## src/rtl/alu_acc_ctrl.sv

```systemverilog
// Accumulator controller around a 4-bit combinational ALU.
// Command in, one execute cycle, response out with flags.
module alu_acc_ctrl #(
    parameter int OVF_CNT_W = 4
) (
    input  logic                 clk,
    input  logic                 rst_n,
    input  logic                 cmd_valid,
    output logic                 cmd_ready,
    input  logic [2:0]           cmd_op,
    input  logic [3:0]           cmd_b,
    output logic [3:0]           alu_a,
    output logic [3:0]           alu_b,
    output logic [2:0]           alu_mod,
    input  logic [3:0]           alu_result,
    input  logic                 alu_zero,
    input  logic                 alu_c,
    input  logic                 alu_ov,
    output logic                 rsp_valid,
    input  logic                 rsp_ready,
    output logic [3:0]           rsp_result,
    output logic                 rsp_zero,
    output logic                 rsp_c,
    output logic                 rsp_ov,
    output logic                 rsp_err,
    output logic [3:0]           acc,
    output logic [OVF_CNT_W-1:0] ovf_cnt
);

    typedef enum logic [1:0] {
        IDLE,
        EXEC,
        RESP
    } state_t;

    localparam logic [2:0] OP_LOAD = 3'b100;
    localparam logic [2:0] OP_CLR  = 3'b101;
    localparam logic [2:0] MOD_OFF = 3'b111;

    localparam logic [OVF_CNT_W-1:0] CNT_ONE =
        {{(OVF_CNT_W-1){1'b0}}, 1'b1};
    localparam logic [OVF_CNT_W-1:0] CNT_MAX = '1;

    state_t     state;
    state_t     state_nxt;
    logic [2:0] op_q;
    logic [3:0] b_q;

    logic       upd;
    logic [3:0] acc_nxt;
    logic       z_nxt;
    logic       c_nxt;
    logic       ov_nxt;
    logic       err_nxt;

    // State register
    always_ff @(posedge clk or negedge rst_n) begin
        if (!rst_n) begin
            state <= IDLE;
        end else begin
            state <= state_nxt;
        end
    end

    // Command capture on accept
    always_ff @(posedge clk or negedge rst_n) begin
        if (!rst_n) begin
            op_q <= '0;
            b_q  <= '0;
        end else if (cmd_valid && cmd_ready) begin
            op_q <= cmd_op;
            b_q  <= cmd_b;
        end
    end

    // Next state, handshakes, ALU drive and execute results
    always_comb begin
        state_nxt = state;
        cmd_ready = 1'b0;
        rsp_valid = 1'b0;
        alu_a     = acc;
        alu_b     = '0;
        alu_mod   = MOD_OFF;
        upd       = 1'b0;
        acc_nxt   = acc;
        z_nxt     = 1'b0;
        c_nxt     = 1'b0;
        ov_nxt    = 1'b0;
        err_nxt   = 1'b0;
        unique case (state)
            IDLE: begin
                cmd_ready = 1'b1;
                if (cmd_valid) begin
                    state_nxt = EXEC;
                end
            end
            EXEC: begin
                state_nxt = RESP;
                upd       = 1'b1;
                unique case (1'b1)
                    !op_q[2]: begin
                        alu_b   = b_q;
                        alu_mod = op_q;
                        acc_nxt = alu_result;
                        z_nxt   = alu_zero;
                        c_nxt   = alu_c;
                        ov_nxt  = alu_ov;
                    end
                    (op_q == OP_LOAD): begin
                        acc_nxt = b_q;
                        z_nxt   = (b_q == 4'd0);
                    end
                    (op_q == OP_CLR): begin
                        acc_nxt = '0;
                        z_nxt   = 1'b1;
                    end
                    default: begin
                        err_nxt = 1'b1;
                    end
                endcase
            end
            RESP: begin
                rsp_valid = 1'b1;
                if (rsp_ready) begin
                    state_nxt = IDLE;
                end
            end
            default: begin
                state_nxt = IDLE;
            end
        endcase
    end

    // Accumulator and response registers, written leaving EXEC
    always_ff @(posedge clk or negedge rst_n) begin
        if (!rst_n) begin
            acc        <= '0;
            rsp_result <= '0;
            rsp_zero   <= 1'b0;
            rsp_c      <= 1'b0;
            rsp_ov     <= 1'b0;
            rsp_err    <= 1'b0;
        end else if (upd) begin
            acc        <= acc_nxt;
            rsp_result <= acc_nxt;
            rsp_zero   <= z_nxt;
            rsp_c      <= c_nxt;
            rsp_ov     <= ov_nxt;
            rsp_err    <= err_nxt;
        end
    end

    // Saturating count of overflowing commands
    always_ff @(posedge clk or negedge rst_n) begin
        if (!rst_n) begin
            ovf_cnt <= '0;
        end else if (upd && ov_nxt && (ovf_cnt != CNT_MAX)) begin
            ovf_cnt <= ovf_cnt + CNT_ONE;
        end
    end

endmodule

```

## config.mk

```make
export PLATFORM = sky130hd
export DESIGN_NAME = alu_acc_ctrl
export DESIGN_NICKNAME = d
export VERILOG_FILES = /design/src/rtl/alu_acc_ctrl.sv
export SDC_FILE = /design/constraint.sdc
export NUM_CORES = 1
export LEC_CHECK = 0
export CELL_PAD_IN_SITES_DETAIL_PLACEMENT = 1
export CELL_PAD_IN_SITES_GLOBAL_PLACEMENT = 1
export CORE_UTILIZATION = 31
export CTS_CLUSTER_DIAMETER = 50
export CTS_CLUSTER_SIZE = 8
export DETAILED_ROUTE_END_ITERATION = 12
export PLACE_DENSITY_LB_ADDON = 0.3
export SYNTH_ARGS = -nofsm -noshare
export SYNTH_HDL_FRONTEND = slang
export SYNTH_SLANG_ARGS = --single-unit
```

## constraint.sdc

```tcl
create_clock -name clk -period 1.45 [get_ports clk]
set_clock_uncertainty 0.1 [all_clocks]
set_input_delay 0.2175 -clock clk [delete_from_list [all_inputs] [get_ports clk]]
set_output_delay 0.2175 -clock clk [all_outputs]
set_load 0.005 [all_outputs]
```

==> results of run 1 <==
## what timing repair did
| item | CTS | global route |
|---|---|---|
| buffers inserted | 22 | 3 |
| endpoints found under the setup margin | 40 | 35 |
| pin swaps | 7 | 3 |
| resized for setup | 70 | 15 |
| cloned | 0 | 0 |
## Yosys cell counts, types with 2 or more instances
cell      instances
nand2_1           3
nand2b_1          4
a31oi_1           2
and2_1            4
nor2_1            2
buf_4             9
inv_1             7
a21oi_1           5
nor2b_1           2
mux2i_1           4
nor4bb_1          4
buf_2             2
mux2_4            8
dfrtp_1          21
## kinds of logic after synthesis
logic type	Yosys count	share of synthesized area, %
AOI/OAI and AO/OA	14	7.93
xor gates and xnor gates	1	0.782
adders and majority gates	1	1.12
buffers and inverters	19	10.3
DFF	21	46.9
muxes	12	14.3
and+or+nand+nor	29	18.7
## worst max-delay path, cell delays in order (launching register included)
cell,delay [ps]
dfrtp_1,440
nor3b_4,270
buf_4,160
buf_6,90
and2_4,130
buf_6,80
## cell usage in the layout, fill, tap and decap left out, types with 2 or more instances in the layout
cell type and count:
dfrtp_1 21, nand2b_4 3, nor2_1 2, nor4bb_1 4
mux2i_1 3, buf_2 5, mux2_4 8, a31oi_1 2
nand2_1 3, clkdlybuf4s50_1 17, clkbuf_4 3, buf_6 12
dlygate4sd2_1 11, inv_1 7, and2_4 3, buf_4 28
clkdlybuf4s15_1 9, a21oi_1 5, and2_1 2
## area by class of cell
class	instances	area share [%]
repair buffers	83	38.8
flip-flops and latches	21	27.9
multi-input cells	57	27.5
well taps	46	3.05
inverters	7	1.39
clock buffers	3	1.19
clock inverters	1	0.265
## state kept, by name, summed over array words and instances (netlist names)
signal    flops
op_q          3
rsp_ov        1
state         2
b_q           4
ovf_cnt       4
rsp_zero      1
acc           4
rsp_err       1
rsp_c         1
## per-layer routing
metal | wire [um] | vias up | global-route usage (%) | part of all wire (%)
met5 | 0 | - | 0 | 0
met4 | 71 | 0 | 9.59 | 2.1
met3 | 121 | 5 | 2.76 | 3.6
met2 | 1860 | 30 | 39.8 | 55
met1 | 1340 | 497 | 21.6 | 39
li1 | - | 480 | - | -
## final timing paths
check                      slack (ps)  startpoint    endpoint  cells after the start
max                              -340     op_q[2]    alu_b[0]                      5
max reg2reg                      -270     op_q[2]  ovf_cnt[1]                      6
min                               130       rst_n  ovf_cnt[3]                      2
max in group asynchronous         900       rst_n      b_q[1]                      2
min reg2reg                       480       rsp_c       rsp_c                      3
min in group clk                  370       alu_c       rsp_c                      3
## where the power goes
group / internal, mW / switching, mW
clock: 0.103 / 0.197
sequential: 0.862 / 0.218
combinational: 1.45 / 0.876
## per-stage QoR
stage,area [sq um],cells
detailed placement,1650,190
global placement,1650,190
floorplan,1120,97
finish,1890,218
CTS,1840,216
global route,1890,218
==> flow_metrics.env, run 1 <==
export IMPL_status="complete, but fails checks"
export IMPL_violations="negative setup slack"
export IMPL_antenna_found_initial=0
export IMPL_syn_to_final_growth_pct=68.5
export IMPL_die_h_um=62.1
export IMPL_power_leakage_nw=0.927
export IMPL_syn_area_sq_mm=0.00112
export IMPL_worst_hold_path_type="in2async"
export IMPL_clock_latency_ps=320
export IMPL_num_antenna_cells=0
export IMPL_period_needed_ps=1790
export IMPL_dr_pass1_iters=4
export IMPL_ys_ff_latch=21
export IMPL_synth_warnings=0
export IMPL_cts_buffer_depth=2
export IMPL_rsz0062_at_grt="true"
export IMPL_initial_core_util_pct=33.0
export IMPL_fmax_ghz=0.558
export IMPL_cp_max_fo=3
export IMPL_final_nets=192
export IMPL_gp_congestion=0.747
export IMPL_ios=47
export IMPL_rows=21
export IMPL_timing_hold_ws_ps=128
export IMPL_vias_per_cell=4.64
export IMPL_wire_per_inst_um=15.5
export IMPL_grt_first_pass_wirelength_um=6000
export IMPL_route_vias_total=1012
export IMPL_fin_util_pct=55.7
export IMPL_cap_violations=0
export IMPL_hold_viol=0
export IMPL_clkTransAtPathRegs_ps=130
export IMPL_place_ws_ps=-306
export IMPL_grt_usage_pct=20.5
export IMPL_syn_area_per_cell_sq_um=11.5
export IMPL_synthDominantCellAreaShare_pct=46.9
export IMPL_cts_buffers=3
export IMPL_multiInputGateArea_sq_um=518
export IMPL_setup_violations=20
export IMPL_relSlewSlack_pct=78.3
export IMPL_yosys_top_cells_area="dfrtp_1, mux2_4, buf_4"
export IMPL_syn_nets=116
export IMPL_critPathKind="reg2out"
export IMPL_max_slew_worst_pin_slew_ps=321
export IMPL_syn_inst=97
export IMPL_die_area_sq_mm=0.00386
export IMPL_drtIter0Drc=15
export IMPL_antenna_left=0
export IMPL_drc_errors=0
export IMPL_cts_tree="built"
export IMPL_critPathArrivalTime_ps=1470
export IMPL_required_ps=1130
export IMPL_io_buffers=46
export IMPL_core_area_sq_mm=0.00339
export IMPL_cts_hold_fix_buffers=0
export IMPL_synth_edf_count=0
export IMPL_synthDistinctLibCells=34
export IMPL_finalSetupTns_ps=-3590
export IMPL_fin_crit_sh_pct=124
export IMPL_nFillCells=368
export IMPL_dpl_hpwl_um=2250
export IMPL_drive_gt1_share_pct=40.7
export IMPL_ys_flop_type="dfrtp_1"
export IMPL_synth_top_area_cell="dfrtp_1"
export IMPL_power_mw=3.71
export IMPL_ir_worst_vdd_mv=0.807
export IMPL_regArea_sq_um=526
export IMPL_final_max_slew_violation_count=0
export IMPL_post_route_worst_setup_slack_ps=-342
export IMPL_cts_sinks=21
export IMPL_cts_root_buf="clkbuf_4"
export IMPL_fp_dieW_um=62.1
export IMPL_p_per_area_mw_per_mm2=1970
export IMPL_finalWirelength_um=3390
export IMPL_grt_pass1_vias=1215
export IMPL_end_kind="output pin"
export IMPL_synthArstFlopShare_pct=100
export IMPL_synth_seq_area_share_pct=46.9
export IMPL_grt_ovfl_total=0
export IMPL_grt_start_max_net_pins=22
export IMPL_cts_max_level=1
export IMPL_start_kind="flip-flop"
Power figures use the tool's default switching activity.
==> inputs of run 2 (changes only) <==
--- a/config.mk
+++ b/config.mk
@@ -11,6 +11,7 @@
 export CTS_CLUSTER_DIAMETER = 50
 export CTS_CLUSTER_SIZE = 8
 export DETAILED_ROUTE_END_ITERATION = 12
+export HOLD_SLACK_MARGIN = 0.15
 export PLACE_DENSITY_LB_ADDON = 0.3
 export SYNTH_ARGS = -nofsm -noshare
 export SYNTH_HDL_FRONTEND = slang
==> run 2 against run 1 <==
  * The run still ends with negative setup slack left
  * First-iteration DRC count decreased by 33%
  * Utilization up 0.30 points
  * Sequential cell count did not move
  * Routed wire length is 0.86% higher
  * Global-route usage is 0.20 points higher
  * Via count down 0.30%
  * Die area unchanged
  * Total power grew 0.11%
  * Non-clock buffer count is 1 higher
  * Largest cell class unchanged
==> flow_metrics.env, run 2 (same netlist as run 1, synthesis figures left out) <==
export IMPL_gp_congestion=0.747
export IMPL_p_switching_mw=1.29
export IMPL_power_leakage_nw=0.931
export IMPL_period_needed_ps=1800
export IMPL_dpl_hpwl_um=2250
export IMPL_required_ps=1130
export IMPL_cap_violations=0
export IMPL_rsz0062_at_grt="true"
export IMPL_p_int_mw=2.42
export IMPL_route_vias_total=1009
export IMPL_cts_tree="built"
export IMPL_post_route_worst_setup_slack_ps=-346
export IMPL_wire_per_inst_um=15.6
export IMPL_grt_busiest_layer="met2"
export IMPL_critPathArrivalTime_ps=1480
export IMPL_antenna_left=0
export IMPL_rows=21
export IMPL_violations="negative setup slack"
export IMPL_num_antenna_cells=0
export IMPL_clock_latency_ps=320
export IMPL_cp_max_fo=3
export IMPL_fmax_ghz=0.557
export IMPL_syn_to_final_growth_pct=69.4
export IMPL_grt_pass1_vias=1211
export IMPL_clkTransAtPathRegs_ps=130
export IMPL_grt_usage_pct=20.7
export IMPL_use_met1_pct=23.0
export IMPL_power_mw=3.72
export IMPL_hold_viol=0
export IMPL_layout_commonest_cell="buf_4"
export IMPL_most_common_layout_cells="buf_4, dfrtp_1, clkdlybuf4s50_1"
export IMPL_relSlewSlack_pct=78.3
export IMPL_setup_violations=20
export IMPL_final_cells=219
export IMPL_cts_max_level=1
export IMPL_cts_buffers=3
export IMPL_antenna_found_initial=0
export IMPL_die_h_um=62.1
export IMPL_final_max_slew_violation_count=0
export IMPL_critPathKind="reg2out"
export IMPL_regArea_sq_um=526
export IMPL_die_area_sq_mm=0.00386
export IMPL_core_area_sq_mm=0.00339
export IMPL_drc_errors=0
export IMPL_grt_start_max_net_pins=22
export IMPL_use_met3_pct=2.76
export IMPL_use_met2_pct=38.9
export IMPL_finalWirelength_um=3420
export IMPL_grt_first_pass_wirelength_um=6050
export IMPL_p_per_area_mw_per_mm2=1960
export IMPL_drive_gt1_share_pct=40.5
export IMPL_ios=47
export IMPL_final_nets=193
export IMPL_start_kind="flip-flop"
export IMPL_seqPwrFrac_pct=29.1
export IMPL_status="complete, but fails checks"
export IMPL_vias_per_cell=4.61
export IMPL_max_slew_worst_pin_slew_ps=321
export IMPL_p_sw_share_pct=34.8
export IMPL_nFillCells=369
export IMPL_fin_crit_sh_pct=124
export IMPL_initial_core_util_pct=33.0
export IMPL_cts_root_buf="clkbuf_4"
export IMPL_cts_buffer_depth=2
export IMPL_worst_hold_path_type="in2reg"
export IMPL_dp_cells=190
export IMPL_fp_dieW_um=62.1
export IMPL_drtIter0Drc=10
export IMPL_top_regs="acc (4), b_q (4), ovf_cnt (4)"
export IMPL_dr_pass1_iters=4
export IMPL_multiInputGateArea_sq_um=518
export IMPL_grt_ovfl_total=0
export IMPL_ir_worst_vdd_mv=0.806
export IMPL_pwr_share_clk_pct=8.1
export IMPL_cts_sinks=21
export IMPL_io_buffers=46
export IMPL_comb_power_share_pct=62.8
export IMPL_end_kind="output pin"
==> run 2: per-layer routing <==
metal / up-vias / wire length, um / part of all wire (%)
li1: 481 / - / -
met5: - / 0 / 0
met1: 493 / 1370 / 40
met2: 30 / 1850 / 54
met4: 0 / 71 / 2.1
met3: 5 / 121 / 3.5
==> run 2: power groups by stage <==
| stage | Sequential (mW) | Clock, mW | Combinational (mW) |
|---|---|---|---|
| 6_report | 1.08 | 0.301 | 2.33 |
| 5_1_grt | 1.12 | 0.331 | 2.53 |
| 4_1_cts | 1.06 | 0.296 | 2.22 |
| 3_5_place_dp | 1.12 | 0 | 1.92 |
| 3_3_place_gp | 1.09 | 0 | 1.83 |
| 2_1_floorplan | 1.10 | 0 | 0.996 |
==> run 2: layout make-up <==
cell class	count	area share (%)
Clock buffer	3	1.19
Multi-Input combinational cell	57	27.3
Inverter	7	1.39
Tap cell	46	3.03
Clock inverter	1	0.264
Timing Repair Buffer	84	39.1
Sequential cell	21	27.7
==> run 2: final timing paths <==
check / to / startpoint / cells past startpoint / slack, ps
setup / recovery: alu_b[0] / op_q[2] / 5 / -350
hold / removal: rsp_c / alu_c / 3 / 370
setup reg to reg: ovf_cnt[1] / op_q[2] / 6 / -280
hold reg to reg: rsp_c / rsp_c / 3 / 480
max in group asynchronous: acc[0] / rst_n / 3 / 320
min in group asynchronous: state[1] / rst_n / 3 / 710
==> run 2: metrics by stage <==
step	area [sq um]	setup WS [ps]	utilization [%]	hold WS, ps	TNS (ps)
3_5_place_dp	1650	-306	48.6	383	-2450
5_1_grt	1900	-400	56.0	396	-4920
2_1_floorplan	1120	97.2	-	-178	0
4_1_cts	1850	-323	54.6	380	-4790
3_3_place_gp	1650	-247	48.6	352	-1820
6_report	1900	-346	56.0	368	-3640
==> run 2: what timing repair did <==
item | 4_1_cts | 5_1_grt
pin swaps | 7 | 3
endpoints found under the hold margin | 12 | 0
endpoints found under the setup margin | 40 | 35
hold buffers | 1 | 0
cloned | 0 | 0
setup buffers | 22 | 3
gates resized for setup | 70 | 15
==> run 2: critical path, cell delays in order, from the launching register on <==
cell and delay [ps]:
dfrtp_1 440, nor3b_4 270, buf_4 160, buf_6 90, and2_4 130, buf_6 80
